$ cat config.mk
export PLATFORM = sky130hd
export DESIGN_NAME = vector_mac_reader
export DESIGN_NICKNAME = d
export VERILOG_FILES = /design/src/rtl/vector_mac_reader.sv
export SDC_FILE = /design/constraint.sdc
export NUM_CORES = 1
export LEC_CHECK = 0
export CAP_MARGIN = 30
export CORE_AREA = 5 5 102 104
export CTS_CLUSTER_DIAMETER = 120
export CTS_CLUSTER_SIZE = 14
export DETAILED_ROUTE_END_ITERATION = 12
export DIE_AREA = 0 0 107 109
export HOLD_SLACK_MARGIN = 0.02
export PLACE_DENSITY = 0.71
export REMOVE_ABC_BUFFERS = 1
export SYNTH_ARGS = -nofsm -noshare
export SYNTH_HDL_FRONTEND = slang
export SYNTH_SLANG_ARGS = --single-unit
$ cat constraint.sdc
create_clock -name clk -period 6.5 [get_ports clk]
set_input_delay 0.975 -clock clk [delete_from_list [all_inputs] [get_ports clk]]
set_output_delay 0.975 -clock clk [all_outputs]
set_load 0.01 [all_outputs]
$ cat src/rtl/vector_mac_reader.sv
// Dot-product read stage: streams VECTOR_WIDTH operand pairs from sync-read A/B
// memories, multiply-accumulates them and hands the sum downstream over valid/ready.
module vector_mac_reader #(
  parameter int DATA_WIDTH   = 8,
  parameter int VECTOR_WIDTH = 4,
  parameter int ADDR_WIDTH   = 5,
  parameter int RESULT_WIDTH = 2*DATA_WIDTH + $clog2(VECTOR_WIDTH)
) (
  input  logic                    clk,
  input  logic                    rst_n,
  input  logic                    start,
  input  logic [ADDR_WIDTH-1:0]   base_addr,
  output logic                    mem_rd_en,
  output logic [ADDR_WIDTH-1:0]   mem_rd_addr,
  input  logic [DATA_WIDTH-1:0]   mem_a_data,
  input  logic [DATA_WIDTH-1:0]   mem_b_data,
  output logic [RESULT_WIDTH-1:0] result,
  output logic                    result_valid,
  input  logic                    result_ready,
  output logic                    busy,
  output logic                    reading_done
);

  typedef enum logic [1:0] {IDLE, READ, FLUSH, HOLD} state_t;

  localparam int CW = (VECTOR_WIDTH > 1) ? $clog2(VECTOR_WIDTH) : 1;
  localparam logic [CW-1:0] LAST = CW'(VECTOR_WIDTH - 1);

  state_t                  state, state_nx;
  logic [CW-1:0]           cnt;
  logic                    rd_vld;
  logic [RESULT_WIDTH-1:0] acc, acc_nx;
  logic [2*DATA_WIDTH-1:0] prod;

  assign prod   = mem_a_data * mem_b_data;
  // rd_vld marks the cycle where memory data from the previous read is present
  assign acc_nx = rd_vld ? acc + RESULT_WIDTH'(prod) : acc;

  assign mem_rd_en    = (state == READ);
  assign busy         = (state != IDLE);
  assign reading_done = (state == FLUSH);

  always_comb begin
    state_nx = state;
    case (state)
      IDLE:    if (start) state_nx = READ;
      READ:    if (cnt == LAST) state_nx = FLUSH;
      FLUSH:   state_nx = HOLD;
      HOLD:    if (result_ready) state_nx = IDLE;
      default: state_nx = IDLE;
    endcase
  end

  always_ff @(posedge clk) begin
    if (!rst_n) begin
      state        <= IDLE;
      cnt          <= '0;
      rd_vld       <= 1'b0;
      acc          <= '0;
      result       <= '0;
      result_valid <= 1'b0;
      mem_rd_addr  <= '0;
    end else begin
      state  <= state_nx;
      rd_vld <= mem_rd_en;
      acc    <= acc_nx;
      case (state)
        IDLE: if (start) begin
          mem_rd_addr <= base_addr;
          cnt         <= '0;
          acc         <= '0;
        end
        READ: begin
          cnt <= cnt + 1'b1;
          // stop advancing on the last read so the address holds its final value
          if (cnt != LAST) mem_rd_addr <= mem_rd_addr + 1'b1;
        end
        FLUSH: begin
          result       <= acc_nx;
          result_valid <= 1'b1;
        end
        HOLD: if (result_ready) result_valid <= 1'b0;
        default: ;
      endcase
    end
  end

endmodule
==> flow_metrics.py, run 1 <==
metrics = {
    "outcome": {
        "status": "completed",
    },
    "clocking": {
        "clk_path_buf_depth": 2,
        "cts_buffers": 5,
        "path_clk_slew_ns": 0.09,
        "clock_latency_ns": 0.31,
        "clockRootBuffer": "clkbuf_8",
        "holdBufCountCts": 0,
        "cts.sinks": 47,
        "cts_setup_buffers": 0,
        "tritoncts": "done",
        "cts.repair.resized": 0,
        "h-tree-depth": 2,
    },
    "sta": {
        "tightest_slew_ns": 0.7963,
        "slew_headroom": 0.4678,
        "finalHoldViolCount": 0,
        "holdWs_ns": 0.4895,
        "finalMaxSlewViolations": 0,
        "finalCriticalPeriod_ns": 5.797,
        "rsz0062_at_grt": "false",
        "fmax_ghz": 0.1725,
        "setup_tns_ns": 0,
        "skew_ns": 0.009635,
        "min_period_over_period": 0.8919,
        "setup_viol": 0,
    },
    "worst_setup_path": {
        "reg2reg_to": "result[15]",
        "cp.arrival_ns": 6.01,
        "cp-end-kind": "register",
        "r2r_slack_ns": 1.82,
        "rr_worst_depth": 15,
        "required_ns": 6.72,
        "start_kind": "primary input",
        "worstSetupPathType": "primary input to register",
        "r2r_start": "acc[6]",
        "worstPathMaxFanout": 8,
    },
    "yosys": {
        "synth_flop_cell": "dfxtp_1",
        "postSynthCellCount": 544,
        "synth_area_mm2": 0.004539,
        "syn_area_per_cell_um2": 8.344,
        "synth_edf_count": 0,
        "synth_top_area_share": 0.2205,
        "synth-seq-cells": 47,
        "synthArstFlopShare": 0,
        "synthTopCellsByArea": "fa_1 22%, dfxtp_1 21%, ha_1 13%, inv_1 8.6%, and2_1 5.1%",
        "ys_warn_count": 0,
        "synth_cell_type_count": 42,
        "yosys.cell_count.top_type": "inv_1",
        "synthTopCellsByCount": "104 x inv_1, 55 x nand2_1, 51 x nor2_1",
        "yosysTopAreaCell": "fa_1",
        "ys_seq_area_frac": 0.2073,
    },
    "place": {
        "io_buffers": 51,
        "gp_congestion": 0.8710,
        "dp_cells": 692,
        "place_area_mm2": 0.005136,
        "hpwl_mm": 8.091,
    },
    "worst_hold_path": {
        "hp-class": "register to register",
        "holdPathEnd": "result[9]",
        "hold_start": "result[9]",
        "hold_depth": 2,
    },
    "layout": {
        "drive_gt1_frac": 0.02389,
        "fin_area_mm2": 0.005251,
        "final_cell_count_no_fill": 700,
        "fillers": 869,
        "finalNetCount": 706,
        "num_antenna_cells": 0,
        "syn2layout_area_growth_pct": 15.68,
        "multi_input_area_mm2": 0.003133,
        "regArea_um2": 940.9,
    },
    "route": {
        "drc_errors": 0,
        "drt_wl_total_mm": 10.02,
        "drtPass1Iterations": 4,
        "dr.first_iter.drc_count": 180,
        "route.detailed.wl_per_inst_um": 14.32,
        "via_count": 3626,
        "ant_nets": 0,
        "avgViaCountPerCell": 5.180,
    },
    "global_route": {
        "grt_max_degree": 41,
        "met2_usage": 0.3197,
        "grt_pass1_vias": 3837,
        "grtUsageMet1": 0.2457,
        "antenna_found_initial": 0,
        "grt_pass1_wl_mm": 17.67,
        "use_met3": 0.02664,
        "track_usage": 0.1847,
        "grt-busiest-layer": "met2",
        "grt_overflow": 0,
    },
    "pwr": {
        "p_leak_nw": 2.461,
        "total_power_w": 0.001989,
        "p_per_area_mw_per_mm2": 378.8,
        "irDropWorstVdd_uv": 309.8,
    },
    "floorplanning": {
        "die_w_um": 107,
        "initial_core_util": 0.4799,
        "design.die.area_mm2": 0.01166,
        "num_rows": 36,
        "dieHeight_um": 109,
        "ios": 52,
        "fp.coreArea_mm2": 0.009459,
    },
    "job": {
        "maxCapViolCount": 0,
    },
}
[layer usage]
metal / vias up / wire (um)
li1: 1808 / -
met2: 65 / 4959
met1: 1743 / 4562
met5: - / 0
met3: 10 / 394
met4: 0 / 105
[worst max-delay path, stage by stage]
cell	delay, ns
clkdlybuf4s50_1	0.62
nand2_1	0.12
fa_1	0.52
fa_1	0.56
inv_1	0.06
fa_1	0.53
inv_1	0.05
fa_1	0.54
inv_1	0.05
ha_1	0.35
a21o_1	0.21
a221oi_1	0.50
o211a_1	0.29
o21ai_0	0.17
xnor2_1	0.17
a311oi_1	0.28
[power by group]
group	switching (W)	total, W	internal [W]
registers	0.0000594	0.000431	0.000372
logic	0.000746	0.00134	0.000591
clock network	0.000105	0.000221	0.000116
total	0.000910	0.00199	0.00108
[cell type report]
| class | instances | area share |
|---|---|---|
| Tap cell | 114 | 0.02716 |
| Multi-Input combinational cell | 373 | 0.5966 |
| Clock inverter | 3 | 0.008816 |
| Clock buffer | 5 | 0.01310 |
| Sequential cell | 47 | 0.1792 |
| Timing Repair Buffer | 53 | 0.1001 |
| Inverter | 105 | 0.07505 |
[registers in the layout, indices dropped and copies added, names as in the netlist]
signal        count
result           18
result_valid      1
state             2
cnt               2
acc              18
mem_rd_addr       5
rd_vld            1
[per-stage QoR]
stage / util / worst slack [ns]
after floorplan: - / 1.314
after global placement: 0.5430 / 0.4617
after detailed placement: 0.5430 / 0.3956
after CTS: 0.5552 / 0.6808
after global routing: 0.5552 / 0.3957
final: 0.5552 / 0.7028
[cells by family (layout without fill, tap and decap cells)]
group	Yosys count	after routing	share of synthesized area
XOR/XNOR	8	8	0.01544
multiplexers	19	19	0.04190
flip-flops	47	47	0.2073
AO/OA/AOI/OAI	83	83	0.1147
buffers and inverters	124	166	0.1025
AND/OR/NAND/NOR	167	167	0.1709
adder cells (fa/ha/maj)	96	96	0.3473
[cell usage in the layout (no fill, tap or decap), types with 2 or more instances in the layout]
cell and n:
xor2_1 2, mux2i_1 19, buf_4 2, nor3_1 2, clkbuf_8 5, xnor2_1 6, o21ai_0 22, nand3b_1 3
nand3_1 6, nand2_1 55, fa_1 50, and2_1 37, nand2b_1 2, a211oi_1 12, a21oi_1 23, a21o_1 5
a31oi_1 5, ha_1 46, or3_2 2, a311oi_1 2, nor2_1 51, inv_1 104, nand4_1 2, nor4_1 2
nor2b_1 4, dfxtp_1 47, clkdlybuf4s50_1 51
[worst max-delay path by stage]
stage,cells past startpoint,startpoint,endpoint,slack [ns]
2_1_floorplan,13,mem_a_data[2],result[16],1.31
3_3_place_gp,14,mem_a_data[3],result[16],0.46
3_5_place_dp,16,mem_a_data[0],result[15],0.40
4_1_cts,16,mem_a_data[0],result[15],0.68
5_1_grt,16,mem_a_data[0],result[15],0.40
6_report,16,mem_a_data[0],result[15],0.70
Note: power is estimated with default switching activity, not from simulation.
==> inputs of run 2 (changes only) <==
Settings changed: CORE_AREA 5 5 102 104 to 5 5 96 98, DIE_AREA 0 0 107 109 to 0 0 101 103, PLACE_DENSITY 0.71 to 0.79.
==> run 2 against run 1 <==
Worst setup slack lost 0.076 ns. First-iteration DRC count grew 2.2%. Sequential cell count is the same. Clock skew shrank 0.0018 ns. Clock power shrank 13%. Critical path type unchanged. Critical endpoint is now result[16]. Largest cell class unchanged. Largest power group unchanged.
==> flow_metrics.py, run 2 (synthesis results as in run 1) <==
metrics = {
    "global_route": {
        "grt_pass1_vias": 3687,
        "grt_overflow": 0,
        "track_usage": 0.1980,
        "antenna_found_initial": 0,
        "grt_pass1_wl_mm": 16.95,
        "grt_max_degree": 41,
    },
    "sta": {
        "rsz0062_at_grt": "false",
        "setup_tns_ns": 0,
        "skew_ns": 0.007857,
        "finalCriticalPeriod_ns": 5.874,
        "tightest_slew_ns": 0.7734,
        "setup_viol": 0,
        "slew_headroom": 0.4832,
        "holdWs_ns": 0.4938,
        "finalMaxSlewViolations": 0,
        "min_period_over_period": 0.9036,
        "finalHoldViolCount": 0,
        "fmax_ghz": 0.1703,
    },
    "pwr": {
        "irDropWorstVdd_uv": 200.7,
        "p_leak_nw": 2.456,
        "pwr-share-comb": 0.681,
        "p_per_area_mw_per_mm2": 375.1,
        "power.internal_w": 0.001061,
        "p_switching_w": 0.0009021,
        "switching_share": 0.4596,
        "sequentialPowerShare": 0.221,
        "p_clk_frac": 0.098,
    },
    "place": {
        "io_buffers": 51,
        "gp_congestion": 0.8490,
        "hpwl_mm": 8.178,
    },
    "worst_setup_path": {
        "cp.arrival_ns": 6.03,
        "required_ns": 6.66,
        "rr_worst_depth": 15,
        "critPathMostFrequentCell": "fa_1",
        "r2r_slack_ns": 1.76,
        "reg2reg_to": "result[16]",
        "max_stage_delay_ns": 0.62,
        "crit_slowest_cell": "clkdlybuf4s50_1",
        "timing.critical_path.cells": "clkdlybuf4s50_1 > nand2_1 > fa_1 > fa_1 > inv_1 > fa_1 > inv_1 > fa_1 > inv_1 > ha_1 > a21o_1 > a31oi_1 > a21oi_2 > o311a_1 > a2111oi_1 > o21ai_1",
        "r2r_start": "acc[7]",
        "worstSetupPathType": "primary input to register",
        "cp-end-kind": "register",
        "worstPathMaxFanout": 8,
        "start_kind": "primary input",
    },
    "layout": {
        "finalNetCount": 706,
        "final_cell_mix": "104 x inv_1, 55 x nand2_1, 51 x nor2_1, 51 x clkdlybuf4s50_1, 50 x fa_1",
        "drive_gt1_frac": 0.02389,
        "final_common_cell": "inv_1",
        "num_antenna_cells": 0,
        "top_regs": "acc: 18 flops, result: 18 flops, mem_rd_addr: 5 flops",
        "syn2layout_area_growth_pct": 15.27,
        "fillers": 720,
    },
    "route": {
        "ant_nets": 0,
        "via_count": 3675,
        "route.detailed.wl_per_inst_um": 14.16,
        "drtPass1Iterations": 4,
        "drt_wl_total_mm": 9.829,
        "drc_errors": 0,
        "dr.first_iter.drc_count": 184,
        "avgViaCountPerCell": 5.295,
    },
    "floorplanning": {
        "num_rows": 34,
        "fp.coreArea_mm2": 0.008381,
        "initial_core_util": 0.5417,
        "ios": 52,
        "design.die.area_mm2": 0.01040,
        "die_w_um": 101,
        "dieHeight_um": 103,
    },
    "clocking": {
        "holdBufCountCts": 0,
        "tritoncts": "done",
        "path_clk_slew_ns": 0.09,
        "clockRootBuffer": "clkbuf_8",
        "cts.sinks": 47,
        "clk_path_buf_depth": 2,
        "cts_buffers": 5,
        "h-tree-depth": 2,
        "cts_setup_buffers": 0,
        "clock_latency_ns": 0.29,
        "cts.repair.resized": 0,
    },
    "job": {
        "maxCapViolCount": 0,
    },
    "worst_hold_path": {
        "hold_depth": 2,
        "holdPathEnd": "result[3]",
        "hold_start": "result[3]",
        "hp-class": "register to register",
    },
    "outcome": {
        "status": "completed",
    },
}
[run 2: stage by stage]
step / cell area [um2] / util / std cells / setup WS (ns) / power, W
6_report: 5233 / 0.6244 / 694 / 0.6264 / 0.001963
5_1_grt: 5233 / 0.6244 / 694 / 0.4208 / 0.002175
4_1_cts: 5233 / 0.6244 / 694 / 0.6233 / 0.001975
3_5_place_dp: 5129 / 0.6120 / 686 / 0.3248 / 0.001777
3_3_place_gp: 5129 / 0.6120 / 686 / 0.4151 / 0.001728
2_1_floorplan: 4468 / - / 525 / 1.314 / 0.001381
[run 2: metal layers]
metal / track usage / up-vias / wire, um
met2: 0.3484 / 85 / 5030
met1: 0.2588 / 1763 / 4214
met3: 0.03383 / 18 / 437
li1: - / 1809 / -
met4: 0.03783 / 0 / 146
met5: 0 / - / 0
[run 2: worst max path at each step]
stage / from / endpoint / cells past startpoint
finish: mem_b_data[7] / result[16] / 16
global route: mem_a_data[0] / result[16] / 16
CTS: mem_a_data[0] / result[16] / 16
detailed placement: mem_a_data[0] / result[16] / 16
global placement: mem_a_data[2] / result[16] / 14
floorplan: mem_a_data[2] / result[16] / 13
[run 2: worst max-delay path, delay by kind of cell]
family / cells / cell delay [ns]
AOI/OAI and AO/OA: 6 / 1.66
and+or+nand+nor: 1 / 0.12
buffers and inverters: 4 / 0.78
adders and majority gates: 5 / 2.48
[run 2: area by class of cell]
cell class	count	area, um2	area share
well taps	108	135.1	0.02583
clock buffers	7	96.34	0.01841
inverters	105	394.1	0.07532
repair buffers	53	525.5	0.1004
flip-flops and latches	47	940.9	0.1798
multi-input cells	373	3133	0.5988
clock inverters	1	7.507	0.001435
[run 2: power by group through the flow]
stage	registers, W	clock network, W	logic (W)
2_1_floorplan	0.000460	0	0.000921
3_3_place_gp	0.000436	0	0.00129
3_5_place_dp	0.000439	0	0.00134
4_1_cts	0.000434	0.000195	0.00135
5_1_grt	0.000444	0.000207	0.00152
6_report	0.000434	0.000192	0.00134
==> inputs of run 3 (changes only) <==
Settings changed: SLEW_MARGIN set to 20.
==> results of run 3 <==
Final layout, timing and power as in run 2 (identical DEF).
==> RTL change (config.mk and constraints of run 1) <==
Set the parameter `VECTOR_WIDTH` to 2 (it was 4).
--- a/src/rtl/vector_mac_reader.sv
+++ b/src/rtl/vector_mac_reader.sv
@@ -4,3 +4,3 @@
   parameter int DATA_WIDTH   = 8,
-  parameter int VECTOR_WIDTH = 4,
+  parameter int VECTOR_WIDTH = 2,
   parameter int ADDR_WIDTH   = 5,
Ports: changed (resized result); port bits go from 52 to 51. No check against the original RTL was run, so the function may have changed too.
==> RTL change against run 1 <==
- cell count fell by 6.0%
- highest routed layer unchanged
- die area did not move
- final area fell by 5.1%
- setup slack improved by 0.20 ns
- critical path type unchanged
- power fell by 2.5%
- synthesized area fell by 5.6%
- maximum frequency rose by 3.5%
- core utilization fell by 2.8 points
- sequential cell count fell by 3
- routed wire length fell by 7.7%
==> RTL change: results (changes against run 1) <==
CP startpoint = mem_a_data[4]
Area occupied by multi-input gates = 0.00295 mm2 (-5.9%)
Vias in the first global route = 3469 (-9.6%)
Comb_multi_in = 336 (-9.9%)
IO Port Bufs = 50 (-2.0%)
Final non-clock buffer share = 0.102 (+0.00189)
Worst Reg2Reg Path Length in Cells = 16 (+1)
Detailed Place HPWL = 7660 um (-5.4%)
Crit Reg-Reg Endpoint = result[12]
Sequential element share of the synthesized area = 0.206 (-0.00173)
Hold Crit Endpoint = result[7]
Layout clock area frac = 0.0216 (-0.000323)
Nets = 661 (-6.4%)
Via density = 5.05 (-2.4%)
Yosys cell types = 45 (+7.1%)
Share of layout cells above drive strength 1 = 0.0313 (+0.00736)
Min-delay src = result[7]
Run status = completed
Largest net degree at the start of global routing = 36 (-12%)
Filler cell count = 898 (+3.3%)
Largest cells by area after synthesis = fa_1 (23%), dfxtp_1 (21%), ha_1 (13%)
VDD IR max = 238 uV (-23%)
Leak = 2.36 nW (-4.3%)
Hold slack = 0.492 ns (+0.00210 ns)
CP peak stage delay = 0.65 ns (+0.03 ns)
Gr usage total = 0.172 (-0.0129)
Worst Tran Pin Value = 0.948 ns (+0.151 ns)
Worst clock skew = 0.00450 ns (-0.00514 ns)
Worst skew pair latency = 0.29 ns (-0.02 ns)
Sequential cell area share = 0.177 (-0.00238)
First-pass GRT wire length = 16400 um (-7.4%)
Drt total wl = 9250 um (-7.7%)
[RTL change: logic make-up (layout without fill, tap and decap cells)]
family / count (synthesis) / count (layout) / synth area share
AOI/OAI and AO/OA: 75 / 75 / 0.117
DFF: 44 / 44 / 0.206
muxes: 15 / 15 / 0.0350
adders and majority gates: 93 / 93 / 0.359
xor gates and xnor gates: 11 / 11 / 0.0225
buffers and inverters: 118 / 164 / 0.106
and+or+nand+nor: 142 / 142 / 0.154
[RTL change: power groups by stage]
stage,logic [mW],registers (mW),clock network (mW)
6_report,1.32,0.418,0.203
3_3_place_gp,1.28,0.421,0
5_1_grt,1.50,0.432,0.220
3_5_place_dp,1.31,0.424,0
2_1_floorplan,0.919,0.434,0
4_1_cts,1.32,0.419,0.211
[RTL change: metrics by stage]
| stage | area, um2 | util | setup slack [ns] | instances |
|---|---|---|---|---|
| 6_report | 4980 | 0.527 | 0.901 | 658 |
| 3_5_place_dp | 4870 | 0.515 | 0.624 | 650 |
| 4_1_cts | 4980 | 0.527 | 0.908 | 658 |
| 3_3_place_gp | 4870 | 0.515 | 0.657 | 650 |
| 2_1_floorplan | 4220 | - | 1.49 | 485 |
| 5_1_grt | 4980 | 0.527 | 0.630 | 658 |
[RTL change: layer usage]
metal  part of all wire  track usage
met5                  0            0
met1               0.46        0.228
met3              0.060       0.0332
met4              0.012       0.0438
met2               0.47        0.289
[RTL change: tightest hold or removal path: cells and delay by family (launching register included)]
kind | cells | cell delay (ns)
DFF | 1 | 0.32
and+or+nand+nor | 1 | 0.08
AOI/OAI and AO/OA | 1 | 0.05
